--- config.mk ---
export PLATFORM = sky130hd
export DESIGN_NAME = sparsity_flag_gen
export DESIGN_NICKNAME = d
export VERILOG_FILES = /design/src/rtl/sparsity_pkg.sv /design/src/rtl/sparsity_flag_gen.sv
export SDC_FILE = /design/constraint.sdc
export NUM_CORES = 1
export LEC_CHECK = 0
export CAP_MARGIN = 20
export CELL_PAD_IN_SITES_DETAIL_PLACEMENT = 1
export CELL_PAD_IN_SITES_GLOBAL_PLACEMENT = 1
export CORE_MARGIN = 2
export CORE_UTILIZATION = 35
export DETAILED_ROUTE_END_ITERATION = 12
export GPL_TIMING_DRIVEN = 0
export PLACE_DENSITY_LB_ADDON = 0.1
export SLEW_MARGIN = 25
export SYNTH_ARGS = -nofsm -noshare
export SYNTH_HDL_FRONTEND = slang
export SYNTH_SLANG_ARGS = --single-unit
--- constraint.sdc ---
create_clock -name clk -period 4 [get_ports clk]
set_input_delay 0.8 -clock clk [delete_from_list [all_inputs] [get_ports clk]]
set_output_delay 0.8 -clock clk [all_outputs]
set_load 0.02 [all_outputs]
--- src/rtl/sparsity_pkg.sv ---
// sparsity_pkg: state encoding and block geometry shared by the flag generator and the sequencer.
package sparsity_pkg;

    typedef enum logic [1:0] {IDLE, FILL, HOLD} state_t;

    localparam int IF_WIDTH       = 34;
    localparam int BLOCK_ROWS     = 8;
    localparam int BLOCK_SHIFT    = $clog2(BLOCK_ROWS);
    localparam int NUM_USED_BLOCK = (IF_WIDTH + BLOCK_ROWS - 1) / BLOCK_ROWS;

endpackage

--- src/rtl/sparsity_flag_gen.sv ---
// sparsity_flag_gen: writes one zero/non-zero flag per row into the flag RAM and publishes
// the per-block valid vector once a column is complete, holding it until the consumer acks.
module sparsity_flag_gen #(
    parameter int IN_WIDTH   = 64,
    parameter int ADDR_WIDTH = 6,
    parameter int IF_WIDTH   = 34,
    parameter int BLOCK_ROWS = 8,
    parameter int NUM_BLOCK  = 16
) (
    input  logic                  clk,
    input  logic                  rst_n,
    input  logic                  clk_en,
    input  logic                  start,
    input  logic [31:0]           column,
    input  logic                  in_valid,
    output logic                  in_ready,
    input  logic [IN_WIDTH-1:0]   in_data,
    output logic                  wr_req,
    output logic [ADDR_WIDTH-1:0] wr_addr,
    output logic                  wr_data,
    output logic [NUM_BLOCK-1:0]  valid,
    output logic [31:0]           col_idx,
    output logic                  col_done,
    input  logic                  valid_ack,
    output logic                  busy
);
    import sparsity_pkg::*;

    localparam int                    BLK_SHIFT = $clog2(BLOCK_ROWS);
    localparam logic [ADDR_WIDTH-1:0] LAST_ROW  = ADDR_WIDTH'(IF_WIDTH - 1);

    state_t                state_q, state_d;
    logic [31:0]           col_q, col_d;
    logic [NUM_BLOCK-1:0]  accum_q, accum_d;
    logic [ADDR_WIDTH-1:0] row_cnt_q, row_cnt_d;
    logic                  wr_req_q, wr_req_d;
    logic [ADDR_WIDTH-1:0] wr_addr_q, wr_addr_d;
    logic                  wr_data_q, wr_data_d;
    logic [NUM_BLOCK-1:0]  valid_q, valid_d;
    logic [31:0]           col_idx_q, col_idx_d;
    logic                  col_done_q, col_done_d;

    logic                  accept;
    logic                  flag;
    logic [ADDR_WIDTH-1:0] blk;

    assign in_ready = (state_q == FILL) & clk_en;
    assign accept   = in_valid & in_ready;
    assign flag     = |in_data;
    assign blk      = row_cnt_q >> BLK_SHIFT;

    // Pulse outputs fall to 0 on a disabled cycle while every other register holds.
    always_comb begin
        state_d    = state_q;
        col_d      = col_q;
        accum_d    = accum_q;
        row_cnt_d  = row_cnt_q;
        wr_req_d   = 1'b0;
        wr_addr_d  = wr_addr_q;
        wr_data_d  = wr_data_q;
        valid_d    = valid_q;
        col_idx_d  = col_idx_q;
        col_done_d = 1'b0;
        if (clk_en) begin
            case (state_q)
                IDLE: if (start) begin
                    state_d   = FILL;
                    col_d     = column;
                    accum_d   = '0;
                    row_cnt_d = '0;
                end
                FILL: if (accept) begin
                    wr_req_d  = 1'b1;
                    wr_addr_d = row_cnt_q;
                    wr_data_d = flag;
                    accum_d   = accum_q | (NUM_BLOCK'(flag) << blk);
                    row_cnt_d = row_cnt_q + ADDR_WIDTH'(1);
                    if (row_cnt_q == LAST_ROW) begin
                        valid_d    = accum_d;
                        col_idx_d  = col_q;
                        col_done_d = 1'b1;
                        state_d    = HOLD;
                    end
                end
                HOLD: if (valid_ack) state_d = IDLE;
                default: state_d = IDLE;
            endcase
        end
    end

    always_ff @(posedge clk or negedge rst_n) begin
        if (!rst_n) begin
            state_q    <= IDLE;
            col_q      <= '0;
            accum_q    <= '0;
            row_cnt_q  <= '0;
            wr_req_q   <= 1'b0;
            wr_addr_q  <= '0;
            wr_data_q  <= 1'b0;
            valid_q    <= '0;
            col_idx_q  <= '0;
            col_done_q <= 1'b0;
        end else begin
            state_q    <= state_d;
            col_q      <= col_d;
            accum_q    <= accum_d;
            row_cnt_q  <= row_cnt_d;
            wr_req_q   <= wr_req_d;
            wr_addr_q  <= wr_addr_d;
            wr_data_q  <= wr_data_d;
            valid_q    <= valid_d;
            col_idx_q  <= col_idx_d;
            col_done_q <= col_done_d;
        end
    end

    assign wr_req   = wr_req_q;
    assign wr_addr  = wr_addr_q;
    assign wr_data  = wr_data_q;
    assign valid    = valid_q;
    assign col_idx  = col_idx_q;
    assign col_done = col_done_q;
    assign busy     = state_q != IDLE;

endmodule

After elaboration in Yosys (flattened, before gate mapping)
Index checks and enable logic that the tools add are counted.
{"block": "word_totals", "regBits": 113, "inputBits": 102, "word_cells": 49, "out_inout_bits": 59}
{"block": "classes", "n_shift": 1, "eq_ne": 7, "n_addsub": 1, "bitwise_logic": 3, "muxes": 18, "reduce_logical": 9}
{"operator": "64-bit OR reduction", "n": 1}
{"operator": "16-bit 2-to-1 mux", "n": 2}
{"operator": "16-bit case mux with 2 select lines", "n": 1}
{"operator": "16-bit bitwise OR", "n": 1}
{"operator": "1-bit by 3-bit left shift with 16-bit output", "n": 1}
{"operator": "6-bit 2-to-1 mux", "n": 2}
{"operator": "6-bit case mux with 2 select lines", "n": 1}
{"operator": "2-bit 2-to-1 mux", "n": 4}
{"operator": "4-bit AND reduction", "n": 2}
{"operator": "1-bit 2-to-1 mux", "n": 7}
{"operator": "6-bit by 1-bit adder with 6-bit output, second input constant", "n": 1}
{"operator": "6-bit equality test, second input constant", "n": 1}
{"operator": "2-bit != test, second input constant", "n": 3}
{"operator": "2-bit case mux with 3 select lines", "n": 1}
{"operator": "3-bit AND reduction", "n": 2}
{"operator": "5-bit AND reduction", "n": 1}
{"operator": "2-bit nonzero test", "n": 2}
{"operator": "1-bit bitwise AND", "n": 2}
{"operator": "2-bit by 1-bit equality test with 1-bit output, second input constant", "n": 1}
{"operator": "2-bit equality test, second input constant", "n": 1}
{"operator": "2-bit logical NOT", "n": 1}
{"operator": "2-bit by 1-bit != test with 1-bit output, second input constant", "n": 1}

Logic depth before layout (Yosys ltp)
{"block": "logic_depth", "ltp_word": 6, "ltp_mapped": 7, "ltp_nobuf": 6}

Worst setup path after synthesis
OpenSTA, ideal clock, no wires.
{"block": "synth_path", "kind": "input to output", "start": "in clk_en", "end": "out in_ready", "required_ns": 3.200, "cell_stages": 3, "setup_slack_ns": 1.894, "t_arrival_ns": 1.306, "n_path_buf": 1, "cell_sequence": "nand2b_1 > clkbuf_1 > nor2_1"}
{"block": "synth_via", "elab_chain_len": 1}
{"item": "start, declared", "line_no": "sparsity_flag_gen.sv:12", "text": "input logic clk_en,"}
{"item": "1-bit bitwise AND", "line_no": "sparsity_flag_gen.sv:47", "text": "assign in_ready = (state_q == FILL) & clk_en;"}
{"item": "end, declared", "line_no": "sparsity_flag_gen.sv:16", "text": "output logic in_ready,"}
No other way between the ends.

Worst setup path in the final report
Ends and elaborated chain as after synthesis.

==> results.sh <==
export IMPL_firstDrtPassIters=4
export IMPL_nets=635
export IMPL_cpLargestDelayFamily="buffers and inverters"
export IMPL_synth_top_family_by_area="simple AND/OR/NAND/NOR gates"
export IMPL_num_antenna_cells=0
export IMPL_crit_chain="clkdlybuf4s50_1 -> nand2b_1 -> clkbuf_1 -> nor2_1 -> clkdlybuf4s50_1"
export IMPL_clk_pin_slew_ns=0.06
export IMPL_setup_viol=0
export IMPL_fin_skew_ns=0.00234
export IMPL_min_path_type="primary input to async pin"
export IMPL_dp_slack_ns=0.826
export IMPL_grt_total_usage=0.185
export IMPL_core_area_um2=11300
export IMPL_crit_top_cell="clkdlybuf4s50_1"
export IMPL_rsz0062_at_grt="no"
export IMPL_cts_hold_buf=0
export IMPL_seq_area_um2=2430
export IMPL_p_clk_frac=0.255
export IMPL_synth_cell_types=30
export IMPL_num_vias=3246
export IMPL_start_util=0.354
export IMPL_yosys_area_top_type="dfrtp_1"
export IMPL_synth_most_common_cell="nand2_1"
export IMPL_viasPerCell=4.78
export IMPL_grt_pass1_wl_um=18300
export IMPL_crit_buf_inv=3
export IMPL_synth_xor_area_frac=0.00877
export IMPL_synth_ff_type="dfrtp_1"
export IMPL_ys_warnings_count=0
export IMPL_cap_violations=0
export IMPL_htree_levels=3
export IMPL_hold_ws_ns=0.339
export IMPL_grt_ovfl_total=0
export IMPL_fill_cells=1258
export IMPL_ys_top_cells_by_count="nand2_1 (122), dfrtp_1 (97), mux2_1 (32)"
export IMPL_wl_per_cell_um=15.9
export IMPL_area_delta_synth_final_pct=51.3
export IMPL_grt_pass1_vias=3623
export IMPL_max_stage_delay_ns=0.61
export IMPL_drive_gt1_frac=0.0765
export IMPL_post_dp_hpwl_um=8190
export IMPL_ant_nets=0
export IMPL_syn_inst=360
export IMPL_ys_async_sr_fraction=1.00
export IMPL_crit_fanout=8
export IMPL_dieArea_um2=12300
export IMPL_numCtsBuffers=9
export IMPL_power_total_mw=3.26
export IMPL_relSlewSlack=0.341
export IMPL_ioPinCount=161
export IMPL_synth_simple_gate_area_frac=0.185
export IMPL_crit_path_end_kind="output pin"
export IMPL_seqPwrFrac=0.448
export IMPL_tightestPinTransition_ns=0.980
export IMPL_rows=39
export IMPL_place_congestion=0.743
export IMPL_cp_arrival_ns=2.36
export IMPL_drc=0
export IMPL_drv_slew=0
export IMPL_first_iter_violations=78
export IMPL_fmax_mhz=316
export IMPL_finalHoldViolCount=0
export IMPL_cp_slowest_cell="clkdlybuf4s50_1"
export IMPL_post_cts_resized=0
export IMPL_multi_input_comb_area_um2=1410
export IMPL_numClockSinks=97
export IMPL_tritoncts="yes"
export IMPL_period_share=0.790
export IMPL_period_needed_ns=3.16
export IMPL_worstSkewPairLatency_ns=0.33
export IMPL_internal_power_mw=2.25
export IMPL_fp_dieW_um=111
export IMPL_syn_avg_cell_area_um2=11.1
export IMPL_power_density_nw_per_um2=540
export IMPL_sw_frac_of_total=0.309
export IMPL_clock_path_buffers=2
export IMPL_grt_max_degree=68
export IMPL_die_h_um=111
export IMPL_io_buffers=152
export IMPL_status="finished clean"
export IMPL_totalWireLength_um=10800
export IMPL_synth_area_um2=3990
export IMPL_synth_top_cell_area_share=0.608
export IMPL_post_cts_buffers=0
export IMPL_yosys_area_share_adder=0.00627
export IMPL_worst_ep_required_time_ns=3.20
export IMPL_yosys_register_bits=97
export IMPL_comb_power_share=0.297
export IMPL_antenna_found_initial=0
export IMPL_peakVddDrop_mv=0.202
export IMPL_synth_edf_count=0
export IMPL_clock_root_buffer="clkbuf_16"
export IMPL_ys_seq_area_frac=0.608
export IMPL_synth_area_mux_share=0.115
export IMPL_layout_setup_ws_ns=0.840
export IMPL_synth_compound_area_share=0.0304
export IMPL_leakage_nw=2.87
export IMPL_power_switching_mw=1.01
export IMPL_crit_type="primary input to output pin"
export IMPL_cp_start_kind="primary input"
export IMPL_synth_area_leaders="dfrtp_1 (61%), nand2_1 (11%), mux2_1 (9.0%)"
path summary, 6_finish.rpt:
kind	from	to	slack [ns]	cells after the start
setup / recovery	clk_en	in_ready	0.84	5
hold / removal	rst_n	col_q[2]$_DFFE_PN0P_	0.34	1
setup reg to reg	row_cnt_q[5]$_DFFE_PN0P_	valid[3]$_DFFE_PN0P_	1.88	5
hold reg to reg	col_q[25]$_DFFE_PN0P_	col_q[25]$_DFFE_PN0P_	0.47	2
max in group asynchronous	rst_n	accum_q[7]$_DFFE_PN0P_	3.03	2
min in group clk	col_q[25]$_DFFE_PN0P_	col_q[25]$_DFFE_PN0P_	0.47	2
cell families (layout without fill, tap and decap cells):
kind of cell | count (synthesis) | in the layout
flip-flops | 97 | 97
buffers and inverters | 32 | 201
other | 1 | 8
multiplexers | 41 | 41
AO/OA/AOI/OAI | 17 | 17
AND/OR/NAND/NOR | 166 | 166
adder cells (fa/ha/maj) | 2 | 2
XOR/XNOR | 4 | 4
stage by stage:
| stage | TNS (ns) | utilization | std cells | cell area (um^2) |
|---|---|---|---|---|
| 2_1_floorplan | 0 | - | 367 | 4020 |
| 3_3_place_gp | -138.83 | 0.507 | 662 | 5720 |
| 3_5_place_dp | 0 | 0.510 | 663 | 5750 |
| 4_1_cts | 0 | 0.536 | 679 | 6040 |
| 5_1_grt | 0 | 0.536 | 679 | 6040 |
| 6_report | 0 | 0.536 | 679 | 6040 |
sequential cells by signal, summed over array words and instances, names as in the netlist:
signal	flops
col_idx	32
col_q	32
accum_q	8
valid	8
row_cnt_q	6
wr_addr	6
state_q	2
col_done	1
wr_data	1
wr_req	1
cell usage in the layout (no fill, tap or decap), drive strengths merged:
cell / count
a21o: 1
a21oi: 1
a31oi: 1
buf: 14
clkbuf: 27
clkdlybuf4s50: 151
clkinv: 2
conb: 8
dfrtp: 97
ha: 2
inv: 7
mux2: 40
mux2i: 1
nand2: 122
nand2b: 3
nand3: 1
nand3b: 2
nand4: 4
nand4b: 1
nor2: 9
nor3: 2
nor3b: 1
nor4: 20
o21ai: 4
o22ai: 2
o41ai: 8
or2: 1
xnor2: 4
routing by layer:
layer	GRT usage	vias to the layer above	wire length, um
met5	0	-	0
met4	0.0575	0	178
met3	0.0618	13	862
met2	0.317	122	5330
met1	0.222	1587	4450
li1	-	1524	-
power by group through the flow:
stage / combinational, mW / clock (mW) / sequential, mW
2_1_floorplan: 0.366 / 0 / 1.57
3_3_place_gp: 0.946 / 0 / 1.46
3_5_place_dp: 0.982 / 0 / 1.48
4_1_cts: 0.987 / 0.853 / 1.46
5_1_grt: 1.07 / 0.898 / 1.51
6_report: 0.968 / 0.832 / 1.46
layout make-up:
type                    count  share of cell area
well taps                 143              0.0296
clock inverters             2             0.00166
inverters                   7             0.00435
flip-flops and latches     97               0.402
clock buffers              14              0.0470
plain buffers              25              0.0255
multi-input cells         238               0.234
repair buffers            153               0.257
worst reg2reg max path, delay by kind of cell (launching register included):
kind / cells / cell delay (ns)
simple gates: 2 / 0.75
buf+inv: 2 / 0.56
mux: 1 / 0.35
flops: 1 / 0.33
Note: power is estimated with default switching activity, not from simulation.
==> patch (same settings) <==
Take the reset off `wr_addr_q` and load it in a clocked block of its own.
--- a/src/rtl/sparsity_flag_gen.sv
+++ b/src/rtl/sparsity_flag_gen.sv
@@ -96,5 +96,4 @@
             row_cnt_q  <= '0;
             wr_req_q   <= 1'b0;
-            wr_addr_q  <= '0;
             wr_data_q  <= 1'b0;
             valid_q    <= '0;
@@ -107,5 +106,4 @@
             row_cnt_q  <= row_cnt_d;
             wr_req_q   <= wr_req_d;
-            wr_addr_q  <= wr_addr_d;
             wr_data_q  <= wr_data_d;
             valid_q    <= valid_d;
@@ -113,4 +111,8 @@
             col_done_q <= col_done_d;
         end
+    end
+
+    always_ff @(posedge clk) begin
+        wr_addr_q <= wr_addr_d;
     end
 
Behaviour: differs if rst_n is asserted again (counterexample within 4 cycles, from zero or initial values and one cycle with rst_n low); with rst_n held inactive, the same outputs for 4 cycles.
==> patch against the unedited design <==
Core utilization increased by 1.6 points; non-clock buffer count shrank 2; first-iteration DRC count shrank 26%; setup slack got worse by 98 ps; sequential cell count stayed put; total power up 0.41%; design area shrank 0.10%; routed wire length is 4.3% lower; synthesized area is 0.75% lower; largest power group unchanged; highest routed layer unchanged.
==> patch: results (changes against the unedited design) <==
[yosys]
synthMuxAreaShare_pct = 11.62  ; +0.087 points
synth-async-reset-ratio_pct = 93.81  ; -6.2 points
fraction_of_the_mapped_netlist_area_in_compound_gates_pct = 2.810  ; -0.23 points
synth-seq-area-share_pct = 62.01  ; +1.2 points
number_of_enable_type_register_cells_in_the_synthesized_netlist = 6  ; +6
synth_cell_types = 32  ; +6.7%
synthAdderAreaFrac_pct = 0.6315  ; +0.0047 points
synthXorXnorAreaFrac_pct = 0.8841  ; +0.0066 points
synthTopCellsByCount = nand2_1, dfrtp_1, mux2_2, nor4_1, clkbuf_1
ys_top_cells_by_area = dfrtp_1, mux2_2, nand2_1

[global_routing]
first_global_vias = 3484  ; -3.8%
grt_max_degree = 62  ; -8.8%
globalRouteTotalUtil_pct = 17.95  ; -0.58 points

[clocking]
clock_tree.buffer_depth = 2  ; unchanged
h_tree_level_count = 3  ; unchanged

[route]
sum_of_routed_wire_length_over_all_layers_mm = 10.36  ; -4.3%
drt_iter0_markers = 58  ; -26%
detail_route.vias_per_cell = 4.678  ; -2.1%

[finish]
filler_cell_count = 1196  ; -4.9%
fin_nets = 618  ; -2.7%
proportion_of_layout_cells_with_a_drive_suffix_above_1_pct = 13.68  ; +6.0 points

[sta]
tightestPinTransition_ps = 858.4  ; -121.9 ps
fin_worst_skew_ps = 7.059  ; +4.720 ps

[status]
outcome = finished, final reports clean

[critical_path]
critPathArrivalTime_ps = 2460  ; +100 ps

[power_and_ir_drop]
irDropWorstVdd_uv = 250.2  ; +24%
leakage_nw = 2.799  ; -2.4%

[placed_design]
gpl.final_weighted_congestion = 0.7385  ; -0.59%
dp_hpwl_mm = 7.755  ; -5.3%

[run]
max_cap_viol_count = 0  ; unchanged

## patch: cell count changes after synthesis, moves of 2 or more
cell      unedited run  this run
dfrtp_1             97        91
clkbuf_1            13        10
o21ai_0              4         2
mux2_1              32         3
edfxtp_1             0         6
mux2_2               8        37
nand2_1            122       108
## patch: path summary, 6_finish.rpt
path                                     startpoint                      end  slack (ps)  depth (start not counted)
max                                          clk_en                 in_ready         740                          5
min                                           rst_n     valid[7]$_DFFE_PN0P_         330                          1
max reg2reg                  state_q[1]$_DFFE_PN0P_    col_q[20]$_DFFE_PN0P_        1820                          6
min reg2reg                row_cnt_q[3]$_DFFE_PN0P_     wr_addr[3]$_DFFE_PP_         450                          0
max in group asynchronous                     rst_n  col_idx[12]$_DFFE_PN0P_        3070                          2
min in group clk           row_cnt_q[3]$_DFFE_PN0P_     wr_addr[3]$_DFFE_PP_         450                          0
## patch: cell families after synthesis
kind of cell | after synthesis
AO/OA/AOI/OAI | 15
XOR/XNOR | 4
adder cells (fa/ha/maj) | 2
buffers and inverters | 31
flip-flops | 97
multiplexers | 41
other | 1
AND/OR/NAND/NOR | 152
## patch: final cells by class
cell class | count | area share, %
Multi-Input combinational cell | 222 | 22.45
Timing Repair Buffer | 153 | 25.68
Tap cell | 140 | 2.902
Buffer | 23 | 2.425
Clock inverter | 5 | 1.306
Inverter | 8 | 0.4975
Clock buffer | 11 | 4.022
Sequential cell | 97 | 40.71
## patch: routing by layer
| layer | part of all wire [%] | wire length [µm] | vias up | global-route usage (%) |
|---|---|---|---|---|
| met5 | 0 | 0 | - | 0 |
| met4 | 2.1 | 216 | 0 | 7.000 |
| met3 | 4.1 | 425 | 19 | 4.720 |
| met2 | 52 | 5357 | 72 | 30.55 |
| met1 | 42 | 4361 | 1507 | 21.77 |
| li1 | - | - | 1485 | - |
## patch: per-stage QoR
stage	cell area, µm²	total power, mW	std cells	setup WS [ps]
floorplan	3989	1.908	350	1894
global placement	5685	2.327	642	-1170
detailed placement	5714	2.372	643	749.4
CTS	6036	3.314	659	736.4
global route	6036	3.486	659	644.9
finish	6036	3.274	659	741.8
## patch: worst max-delay path, cell delays in order
cell and delay (ps):
clkdlybuf4s50_1 610, nand2b_1 80, clkbuf_1 200, nor2_1 130, clkdlybuf4s50_1 640
## patch: power breakdown
part	switching [mW]	internal (mW)
Sequential	0.174	1.29
Combinational	0.429	0.455
Clock	0.360	0.565
Total	0.963	2.31
